==> config.mk <==
export PLATFORM = sky130hd
export DESIGN_NAME = pipe_stage_chain
export DESIGN_NICKNAME = d
export VERILOG_FILES = /design/src/rtl/pipe_stage_chain.sv
export SDC_FILE = /design/constraint.sdc
export NUM_CORES = 1
export LEC_CHECK = 0
export ABC_AREA = 1
export CORE_ASPECT_RATIO = 1.2
export CORE_MARGIN = 8
export CORE_UTILIZATION = 23
export DETAILED_ROUTE_END_ITERATION = 16
export GPL_TIMING_DRIVEN = 0
export SLEW_MARGIN = 10
export SYNTH_ARGS = -nofsm -noshare
export SYNTH_HDL_FRONTEND = slang
export SYNTH_SLANG_ARGS = --single-unit
export TNS_END_PERCENT = 100
==> constraint.sdc <==
create_clock -name clk -period 1.8 [get_ports clk]
set_input_delay 0.27 -clock clk [delete_from_list [all_inputs] [get_ports clk]]
set_output_delay 0.27 -clock clk [all_outputs]
set_load 0.05 [all_outputs]
==> src/rtl/pipe_stage_chain.sv <==
// pipe_stage_chain: DEPTH-stage valid/ready pipeline with bubble collapse, global stall and per-stage flush.
// Define PIPE_SKID_EN to add a one-entry input skid register so in_ready comes straight from a flop.
module pipe_stage_chain #(
    parameter int WIDTH = 8,
    parameter int DEPTH = 3,
    localparam int OCC_W = $clog2(DEPTH + 2)
) (
    input  logic             clk,
    input  logic             rst_n,
    input  logic             in_valid,
    input  logic [WIDTH-1:0] in_data,
    output logic             in_ready,
    input  logic             stall,
    input  logic [DEPTH-1:0] flush,
    output logic             out_valid,
    output logic [WIDTH-1:0] out_data,
    input  logic             out_ready,
    output logic [OCC_W-1:0] occupancy
);

    logic [DEPTH-1:0] v;
    logic [WIDTH-1:0] d [DEPTH];
    logic [DEPTH-1:0] go;
    logic [DEPTH:0]   room;
    logic [DEPTH-1:0] load;
    logic [WIDTH-1:0] ld_data [DEPTH];
    logic             push0;
    logic [WIDTH-1:0] src0;

    // A stage has room when empty, flushed this edge, or moving on; evaluated from the output end.
    always_comb begin
        go          = '0;
        room        = '0;
        room[DEPTH] = out_ready;
        for (int unsigned k = 0; k < DEPTH; k++) begin
            int unsigned i;
            i       = DEPTH - 1 - k;
            go[i]   = v[i] && !flush[i] && !stall && room[i+1];
            room[i] = !v[i] || flush[i] || go[i];
        end
    end

`ifdef PIPE_SKID_EN
    logic             skid_v;
    logic [WIDTH-1:0] skid_d;
    logic             take;

    assign in_ready = rst_n && !skid_v;
    assign take     = in_valid && in_ready;
    assign push0    = !stall && room[0] && (skid_v || take);
    assign src0     = skid_v ? skid_d : in_data;

    always_ff @(posedge clk or negedge rst_n) begin
        if (!rst_n) begin
            skid_v <= 1'b0;
            skid_d <= '0;
        end else if (skid_v) begin
            if (push0) skid_v <= 1'b0;
        end else if (take && !push0) begin
            skid_v <= 1'b1;
            skid_d <= in_data;
        end
    end
`else
    assign in_ready = rst_n && !stall && room[0];
    assign push0    = in_valid && in_ready;
    assign src0     = in_data;
`endif

    always_comb begin
        load       = '0;
        load[0]    = push0;
        ld_data[0] = src0;
        for (int unsigned i = 1; i < DEPTH; i++) begin
            load[i]    = go[i-1];
            ld_data[i] = d[i-1];
        end
    end

    // A load wins over a flush: flush only kills the item resident at the edge.
    always_ff @(posedge clk or negedge rst_n) begin
        if (!rst_n) begin
            v <= '0;
            for (int unsigned i = 0; i < DEPTH; i++) d[i] <= '0;
        end else begin
            for (int unsigned i = 0; i < DEPTH; i++) begin
                if (load[i]) begin
                    v[i] <= 1'b1;
                    d[i] <= ld_data[i];
                end else if (go[i] || flush[i]) begin
                    v[i] <= 1'b0;
                end
            end
        end
    end

    always_comb begin
        occupancy = '0;
        for (int unsigned i = 0; i < DEPTH; i++) occupancy = occupancy + OCC_W'(v[i]);
`ifdef PIPE_SKID_EN
        occupancy = occupancy + OCC_W'(skid_v);
`endif
    end

    assign out_valid = v[DEPTH-1];
    assign out_data  = d[DEPTH-1];

endmodule

==> metrics.txt, run 1 <==
status=complete, no violations; CP Data Arrival Time=1.48 ns; r2r worst-path depth=11; Crit. Startpoint=v[2]; FF-to-FF Start=v[2]; commonest non-fill, non-tap cell in the layout=nand2_1; WP buf/inv=1; register area share after synthesis=54.4%; Hold Vio Cnt, Final=0; global-route wire length before repair=4000 um; post-synth top area cell=dfrtp_1; Vias/cell=3.90; Clock Tree Root=clkbuf_8; post-synth cell types=22; ant diodes=0; drt initial violations=32; starting density of the core=23.6%; Overflow after GRT=0; PortBufs=26; FMAX=572 MHz; TritonCTS buffer count=3; Top Ports=29; Routed wire per std cell=10.4 um; die footprint=0.00801 sq mm; fillcell total=557; Hold Path Depth=3; Leak=0.870 nW; die height=96.5 um; Peak VDD IR=0.313 mV; fin crit period=1.75 ns; unrepaired setup endpoints after global routing=true; area delta synth->final=34.8%; row cnt=29; YS warnings=0; slowest CP cell=clkdlybuf4s50_1; crit share post-route=97.2%; HP Class=primary input to flip-flop; vias in the first global route=883; hpwl dp=1750 um; CTS tree=built; H-tree depth=1; post-route insts no fill=220; worst setup path class=flip-flop to output port; synth top area cells=dfrtp_1 (54%), nand2_1 (9.7%), buf_4 (5.4%); Avg Cell Area, Syn=9.93 sq um; DRT Pass-1 Iters=4; worst flop-to-flop path endpoint=d[18]; gpl congestion=0.713; most frequent cells in the layout=nand2_1 (32), dfrtp_1 (26), clkdlybuf4s50_1 (13); total power=0.00197 W; worst stage delay on the critical path=0.81 ns; r2r setup slk=0.27 ns; nets=176; Total Routed Length=2290 um; startpoint types=flip-flop; Syn Std Cell Area=0.00124 sq mm; CTS max path bufs=2; FF+latch count, synth=27; CP Max Fanout=3; cell depth of the worst setup path=1; core area=0.00526 sq mm; CP Capture Type=output port; die span in x=83.1 um; ANT nets after route=0; drt drc=0; clk sinks=27; share of cells above drive strength 1=23.4%; CTS clk-pin slew, worst paths=0.10 ns; Slew HR=66.4%; Syn Nets=142; Vias=859; CP endpoint=out_valid; MaxCap Viol Count=0; global-route usage over all layers=6.14%; power per cell area=1180 mW/mm^2; top cell type's share of synthesized area=54.4%; critical path data required time=1.53 ns; antenna violations before repair=0; worst clock skew=0.00898 ns; cell family with most CP delay=buffers and inverters; Max Slew Vio Count=0; Placed Cells=213; largest net degree at the start of global routing=28; Tightest Pin Transition=0.504 ns; Final setup viols=0; Mapped Cells=125; CP Cell Sequence=clkdlybuf4s50_1; Clock Latency Late Sink=0.28 ns
[metrics by stage]
stage / cell area, sq um / hold WS [ns] / worst slack [ns] / util, % / setup TNS, ns
CTS: 1670 / 0.413 / 0.0000704 / 31.7 / 0
global route: 1670 / 0.464 / -0.0267 / 31.8 / -0.0267
finish: 1670 / 0.410 / 0.0510 / 31.8 / 0
global placement: 1590 / 0.457 / -1.83 / 30.2 / -10.20
floorplan: 1250 / -0.0256 / 0.0767 / - / 0
detailed placement: 1590 / 0.460 / -1.87 / 30.2 / -10.90
[report_power, final]
group	total, W	internal [W]	switching, W
clock	0.000349	0.000157	0.000192
sequential	0.000853	0.000775	0.0000777
combinational	0.000766	0.000294	0.000472
[worst register-to-register path, cell delays in order, from the launching register on]
cell	delay, ns
dfrtp_2	0.43
inv_1	0.05
nor2_1	0.04
nand2_2	0.08
nand2_4	0.08
nand2_4	0.10
nand2_8	0.05
buf_4	0.20
nand2_8	0.11
nand3_4	0.12
nand2_1	0.10
nand2_1	0.05
[area by class of cell]
cell class | instances | area [sq um] | area share, %
multi-input cells | 75 | 455 | 27.2
flip-flops and latches | 27 | 677 | 40.5
well taps | 62 | 77.6 | 4.64
repair buffers | 30 | 297 | 17.7
clock inverters | 1 | 7.51 | 0.449
clock buffers | 3 | 41.3 | 2.47
inverters | 11 | 41.3 | 2.47
plain buffers | 11 | 76.3 | 4.56
[routing by layer]
metal	share of wire [%]	track usage, %	wire [um]	vias to the layer above
li1	-	-	-	460
met4	3.4	5.28	77	0
met3	5.7	1.43	131	4
met2	37	8.44	853	27
met5	0	0	0	-
met1	54	7.98	1220	368
[worst min path at each step]
stage	start	end	slack [ns]
global route	in_valid	d[20]	0.46
finish	in_valid	d[22]	0.41
CTS	in_valid	d[22]	0.41
global placement	d[23]	d[23]	0.46
floorplan	rst_n	d[10]	-0.03
detailed placement	d[9]	d[9]	0.46
[registers in the layout, summed over array words and instances (netlist names)]
signal    flops
d            16
out_data      8
v             3
[Yosys cell counts]
| library cell | n |
|---|---|
| nand4_1 | 8 |
| fa_1 | 1 |
| nor3_4 | 1 |
| inv_1 | 10 |
| buf_2 | 1 |
| conb_1 | 1 |
| buf_4 | 9 |
| inv_2 | 1 |
| buf_1 | 1 |
| nand2_4 | 2 |
| o21ai_0 | 5 |
| mux2_2 | 3 |
| a21boi_1 | 1 |
| nand2_2 | 1 |
| nand3_4 | 1 |
| dfrtp_1 | 27 |
| buf_6 | 1 |
| nand2_1 | 32 |
| nor2_1 | 9 |
| a21oi_1 | 5 |
| nand3_1 | 3 |
| nand2_8 | 2 |
[cell families after synthesis]
group	after synthesis	synth area share, %
DFF	27	54.4
buffers and inverters	23	10.4
and+or+nand+nor	59	25.9
other	1	0.302
muxes	3	2.72
adders and majority gates	1	1.61
AOI/OAI and AO/OA	11	4.64
[what timing repair did]
item,in CTS,in global routing
hold buffers,2,0
cloned,0,0
endpoints found under the setup margin,18,5
buffers inserted,2,0
pin swaps,4,3
gates resized for setup,30,7
hold endpoints to repair,27,0
Power figures use the tool's default switching activity.
==> inputs of run 2 (changes only) <==
CELL_PAD_IN_SITES_DETAIL_PLACEMENT = 1   (was not set)
CELL_PAD_IN_SITES_GLOBAL_PLACEMENT = 1   (was not set)
CTS_BUF_LIST = sky130_fd_sc_hd__clkbuf_8   (was not set)
PLACE_DENSITY_LB_ADDON = 0.1   (was not set)
SLEW_MARGIN = 5   (was 10)
==> metrics.txt, run 2 (synthesized netlist as in run 1, its figures left out) <==
ant diodes=0; unrepaired setup endpoints after global routing=true; WP buf/inv=3; ANT nets after route=0; DRT Pass-1 Iters=4; r2r setup slk=0.32 ns; gpl congestion=0.679; Hold Vio Cnt, Final=0; Vias=888; Post-Layout Inst Area=0.00172 sq mm; worst flop-to-flop path endpoint=d[21]; worst stage delay on the critical path=0.40 ns; Slew HR=64.6%; Clock Tree Root=clkbuf_8; drt initial violations=29; Peak VDD IR=0.326 mV; global-route usage over all layers=6.83%; slowest CP cell=clkdlybuf4s50_1; crit share post-route=96.5%; worst clock skew=0.00956 ns; cell family with most CP delay=buffers and inverters; fin crit period=1.74 ns; commonest non-fill, non-tap cell in the layout=nand2_1; FMAX=576 MHz; starting density of the core=23.6%; fillcell total=600; max reg flops=16; largest net degree at the start of global routing=28; hpwl dp=1940 um; Final TNS setup=0 ns; PortBufs=26; core area=0.00526 sq mm; antenna violations before repair=0; Total Routed Length=2540 um; global-route wire length before repair=4660 um; CP Cell Sequence=clkdlybuf4s50_1 > inv_1 > nand2_2 > nor2_2 > nand2_4 > nand2_4 > nand2_8 > a21boi_4 > buf_6; share of cells above drive strength 1=26.4%; Clock Latency Late Sink=0.27 ns; cell mode on critical path=nand2_4; CP Capture Type=output port; dpl ws=-1.92 ns; Max Slew Vio Count=0; row cnt=29; MaxCap Viol Count=0; Register Area=677 sq um; die span in x=83.1 um; area delta synth->final=38.6%; most frequent cells in the layout=nand2_1 (31), dfrtp_1 (26), buf_4 (18); CTS tree=built; Tightest Pin Transition=0.529 ns; die height=96.5 um; Vias/cell=3.95; worst setup path class=primary input to output port; CP Data Arrival Time=1.47 ns; H-tree depth=1; vias in the first global route=1019; critical path data required time=1.53 ns; CP Max Fanout=5; Area after DPL=0.00159 sq mm; r2r worst-path depth=8; Leak=0.930 nW; TritonCTS buffer count=3; clk sinks=27; Final setup viols=0; drt drc=0; FF-to-FF Start=v[0]; die footprint=0.00801 sq mm; Hold Crit Start=in_valid; Hold Path Depth=3; startpoint types=primary input; largest register by flop count=d; status=complete, no violations; CTS clk-pin slew, worst paths=0.09 ns; Overflow after GRT=0; Routed wire per std cell=11.3 um; HP Class=primary input to flip-flop; multi-input logic area=455 sq um; CTS max path bufs=2; setup ws final=0.0629 ns; nets=181; worst-case hold path end point=d[16]; power per cell area=1150 mW/mm^2; Top Ports=29
run 2: cell type report:
| cell class | count | share of cell area (%) |
|---|---|---|
| multi-input cells | 75 | 26.5 |
| well taps | 62 | 4.51 |
| inverters | 11 | 2.40 |
| repair buffers | 35 | 20.1 |
| flip-flops and latches | 27 | 39.3 |
| clock buffers | 3 | 2.40 |
| plain buffers | 11 | 4.44 |
| clock inverters | 1 | 0.291 |
run 2: power by group:
part           internal [W]  switching [W]
combinational      0.000315       0.000474
sequential         0.000776      0.0000800
clock              0.000155       0.000181
total               0.00125       0.000735
run 2: stage by stage:
stage / hold WS (ns) / total power, W / util [%] / instances
after floorplan: -0.0256 / 0.00144 / - / 125
after global placement: 0.463 / 0.00168 / 30.2 / 213
after detailed placement: 0.461 / 0.00169 / 30.2 / 213
after CTS: 0.420 / 0.00202 / 31.5 / 219
after global routing: 0.435 / 0.00212 / 32.7 / 225
final: 0.421 / 0.00198 / 32.7 / 225
run 2: what timing repair did:
action	4_1_cts	5_1_grt
setup endpoints to repair	16	7
hold endpoints to repair	27	0
buffers inserted	1	6
pin swaps	3	6
gates resized for setup	28	9
hold buffers	2	0
run 2: metal layers:
metal,GRT usage [%],wire length (um)
met3,1.68,107
met5,0,0
met1,8.30,1170
met4,3.08,0
met2,11.3,1260
run 2: how the worst max path moves through the flow:
stage | slack [ns] | start | depth (start not counted) | endpoint
2_1_floorplan | 0.08 | v[2] | 8 | in_ready
3_3_place_gp | -1.89 | rst_n | 5 | in_ready
3_5_place_dp | -1.92 | rst_n | 5 | in_ready
4_1_cts | -0.08 | flush[1] | 9 | in_ready
5_1_grt | -0.03 | v[0] | 5 | in_ready
6_report | 0.06 | flush[1] | 9 | in_ready
run 2: worst min-delay path: cells and delay by family:
kind / cells / cell delay, ns
buffers and inverters: 1 / 0.19
AND/OR/NAND/NOR: 2 / 0.19
==> RTL edit: new RTL, settings of run 2 <==
`WIDTH`: 8 -> 9.
--- a/src/rtl/pipe_stage_chain.sv
+++ b/src/rtl/pipe_stage_chain.sv
@@ -2,5 +2,5 @@
 // Define PIPE_SKID_EN to add a one-entry input skid register so in_ready comes straight from a flop.
 module pipe_stage_chain #(
-    parameter int WIDTH = 8,
+    parameter int WIDTH = 9,
     parameter int DEPTH = 3,
     localparam int OCC_W = $clog2(DEPTH + 2)
Ports: changed (resized in_data and out_data); port bits go from 29 to 31. The function was not compared with the original's and may differ.
==> RTL edit against run 2 <==
Synthesized area increased by 10%. Critical path depth unchanged. Power grew 12%. Hold slack got worse by 0.099 ns. Count of clock-buffer cells in the layout up 3. Synthesized cell count increased by 8.0%. First-iteration DRC count fell by 3.4%. Setup slack lost 0.027 ns. Sequential power up 8.9%. Wire length rose by 17%. Sequential cell count up 3. Final area grew 14%. Clock skew decreased by 0.0071 ns.
==> RTL edit: results (changes against run 2) <==
stage,metric,value,unit,change
power_and_ir_drop,maximum vdd drop,0.000330,V,was 0.000326 V
placed_design,placed insts,245,,was 213
power_and_ir_drop,leakage power total,1.07,nW,was 0.930 nW
logic_synthesis,synth cell count leaders,"39 x nand2_1, 30 x dfrtp_1, 13 x buf_4",,"was 32 x nand2_1, 27 x dfrtp_1, 10 x inv_1"
global_routing,first-pass GRT wire length,5080,microns,was 4660 microns
setup_path,worst r2r path cells,7,,was 8
cells_and_area,fin cells,260,,was 225
detailed_routing,1st-iter DRT viols,28,,was 29
clock_network,CTS H-tree lvls,2,,was 1
global_routing,largest net degree at the start of global routing,31,,was 28
clock_network,"CTS clk-pin slew, worst paths",0.06,ns,was 0.09 ns
placed_design,DP Wirelength,2240,microns,was 1940 microns
placed_design,Place WS,-0.956,ns,was -1.92 ns
cells_and_area,layout cells sized above 1,0.287,,was 0.264
status,status,completed,,unchanged
cells_and_area,max reg flops,18,,was 16
global_routing,gr usage total,0.0744,,was 0.0683
placed_design,PortBufs,28,,was 26
sta,clk_skew,0.00250,ns,was 0.00956 ns
sta,Slew headroom,0.662,,was 0.646
logic_synthesis,Synth cell types,20,,was 22
logic_synthesis,"top cells by area, synth","dfrtp_1 55%, nand2_1 11%, buf_4 7.1%",,"was dfrtp_1 54%, nand2_1 9.7%, buf_4 5.4%"
clock_network,Num CTS Buffers,5,,was 3
detailed_routing,vias,992,,was 888
cells_and_area,layout filler cell count,706,,was 600
cells_and_area,Nets,195,,was 181
placed_design,GPL Wtd Cong,0.658,,was 0.679
global_routing,vias in the first global route,1073,,was 1019
detailed_routing,wire length per cell,11.5,microns,was 11.3 microns
setup_path,CP arrival,1.49,ns,was 1.47 ns
logic_synthesis,Synth Area per Inst,10.1,sq um,was 9.93 sq um
[RTL edit: worst min-delay path, cell delays in order]
cell and delay, ns:
buf_4 0.15, nand4_1 0.09, nand2_1 0.05
[RTL edit: worst paths after layout]
path / end / slack, ns / from
max: in_ready / 0.04 / flush[1]
min: d[20] / 0.32 / in_valid
max reg2reg: out_data[3] / 0.32 / v[2]
min reg2reg: d[12] / 0.47 / d[12]
max in group asynchronous: d[17] / 1.06 / rst_n
min in group asynchronous: d[10] / 0.57 / rst_n
[RTL edit: cells by family (layout without fill, tap and decap cells)]
family	Yosys count	in the layout	synth area share
other	1	1	0.00274
flip-flops	30	30	0.548
buffers and inverters	23	66	0.105
AO/OA/AOI/OAI	5	5	0.0201
adder cells (fa/ha/maj)	1	1	0.0146
multiplexers	7	7	0.0575
AND/OR/NAND/NOR	68	68	0.252
[RTL edit: through the flow]
stage                     hold slack, ns  setup TNS [ns]  utilization  area [sq um]  total power, W
after global routing               0.332         -0.0543        0.333          1960         0.00237
after detailed placement           0.364           -2.39        0.298          1760         0.00173
after global placement             0.457          -12.62        0.299          1760         0.00172
after floorplan                  -0.0256               0            -          1380         0.00149
final                              0.322               0        0.333          1960         0.00222
after CTS                          0.313       -0.000196        0.322          1900         0.00228
[RTL edit: power by group]
group | total [W] | internal (W) | leakage [nW] | switching, W
logic | 0.000758 | 0.000310 | 0.630 | 0.000448
registers | 0.000932 | 0.000848 | 0.386 | 0.0000846
clock network | 0.000533 | 0.000302 | 0.0524 | 0.000231
total | 0.00222 | 0.00146 | 1.07 | 0.000764
[RTL edit: layer usage]
| metal | track usage | up-vias | routed length [microns] |
|---|---|---|---|
| li1 | - | 504 | - |
| met1 | 0.0846 | 462 | 1330 |
| met2 | 0.118 | 22 | 1440 |
| met3 | 0.0318 | 4 | 175 |
| met4 | 0.0319 | 0 | 34 |
| met5 | 0 | - | 0 |
[RTL edit: timing repair]
| action | 4_1_cts | 5_1_grt |
|---|---|---|
| pin swaps | 1 | 4 |
| hold buffers | 2 | 0 |
| endpoints found under the hold margin | 30 | 0 |
| setup buffers | 1 | 4 |
| gates resized for setup | 26 | 9 |
| endpoints found under the setup margin | 8 | 7 |
[RTL edit: area by class of cell]
cell class                      instances  area share
Multi-Input combinational cell         82       0.266
Inverter                                8      0.0153
Clock inverter                          2     0.00447
Clock buffer                            6      0.0421
Sequential cell                        30       0.383
Tap cell                               82      0.0523
Buffer                                 15      0.0581
Timing Repair Buffer                   35       0.179
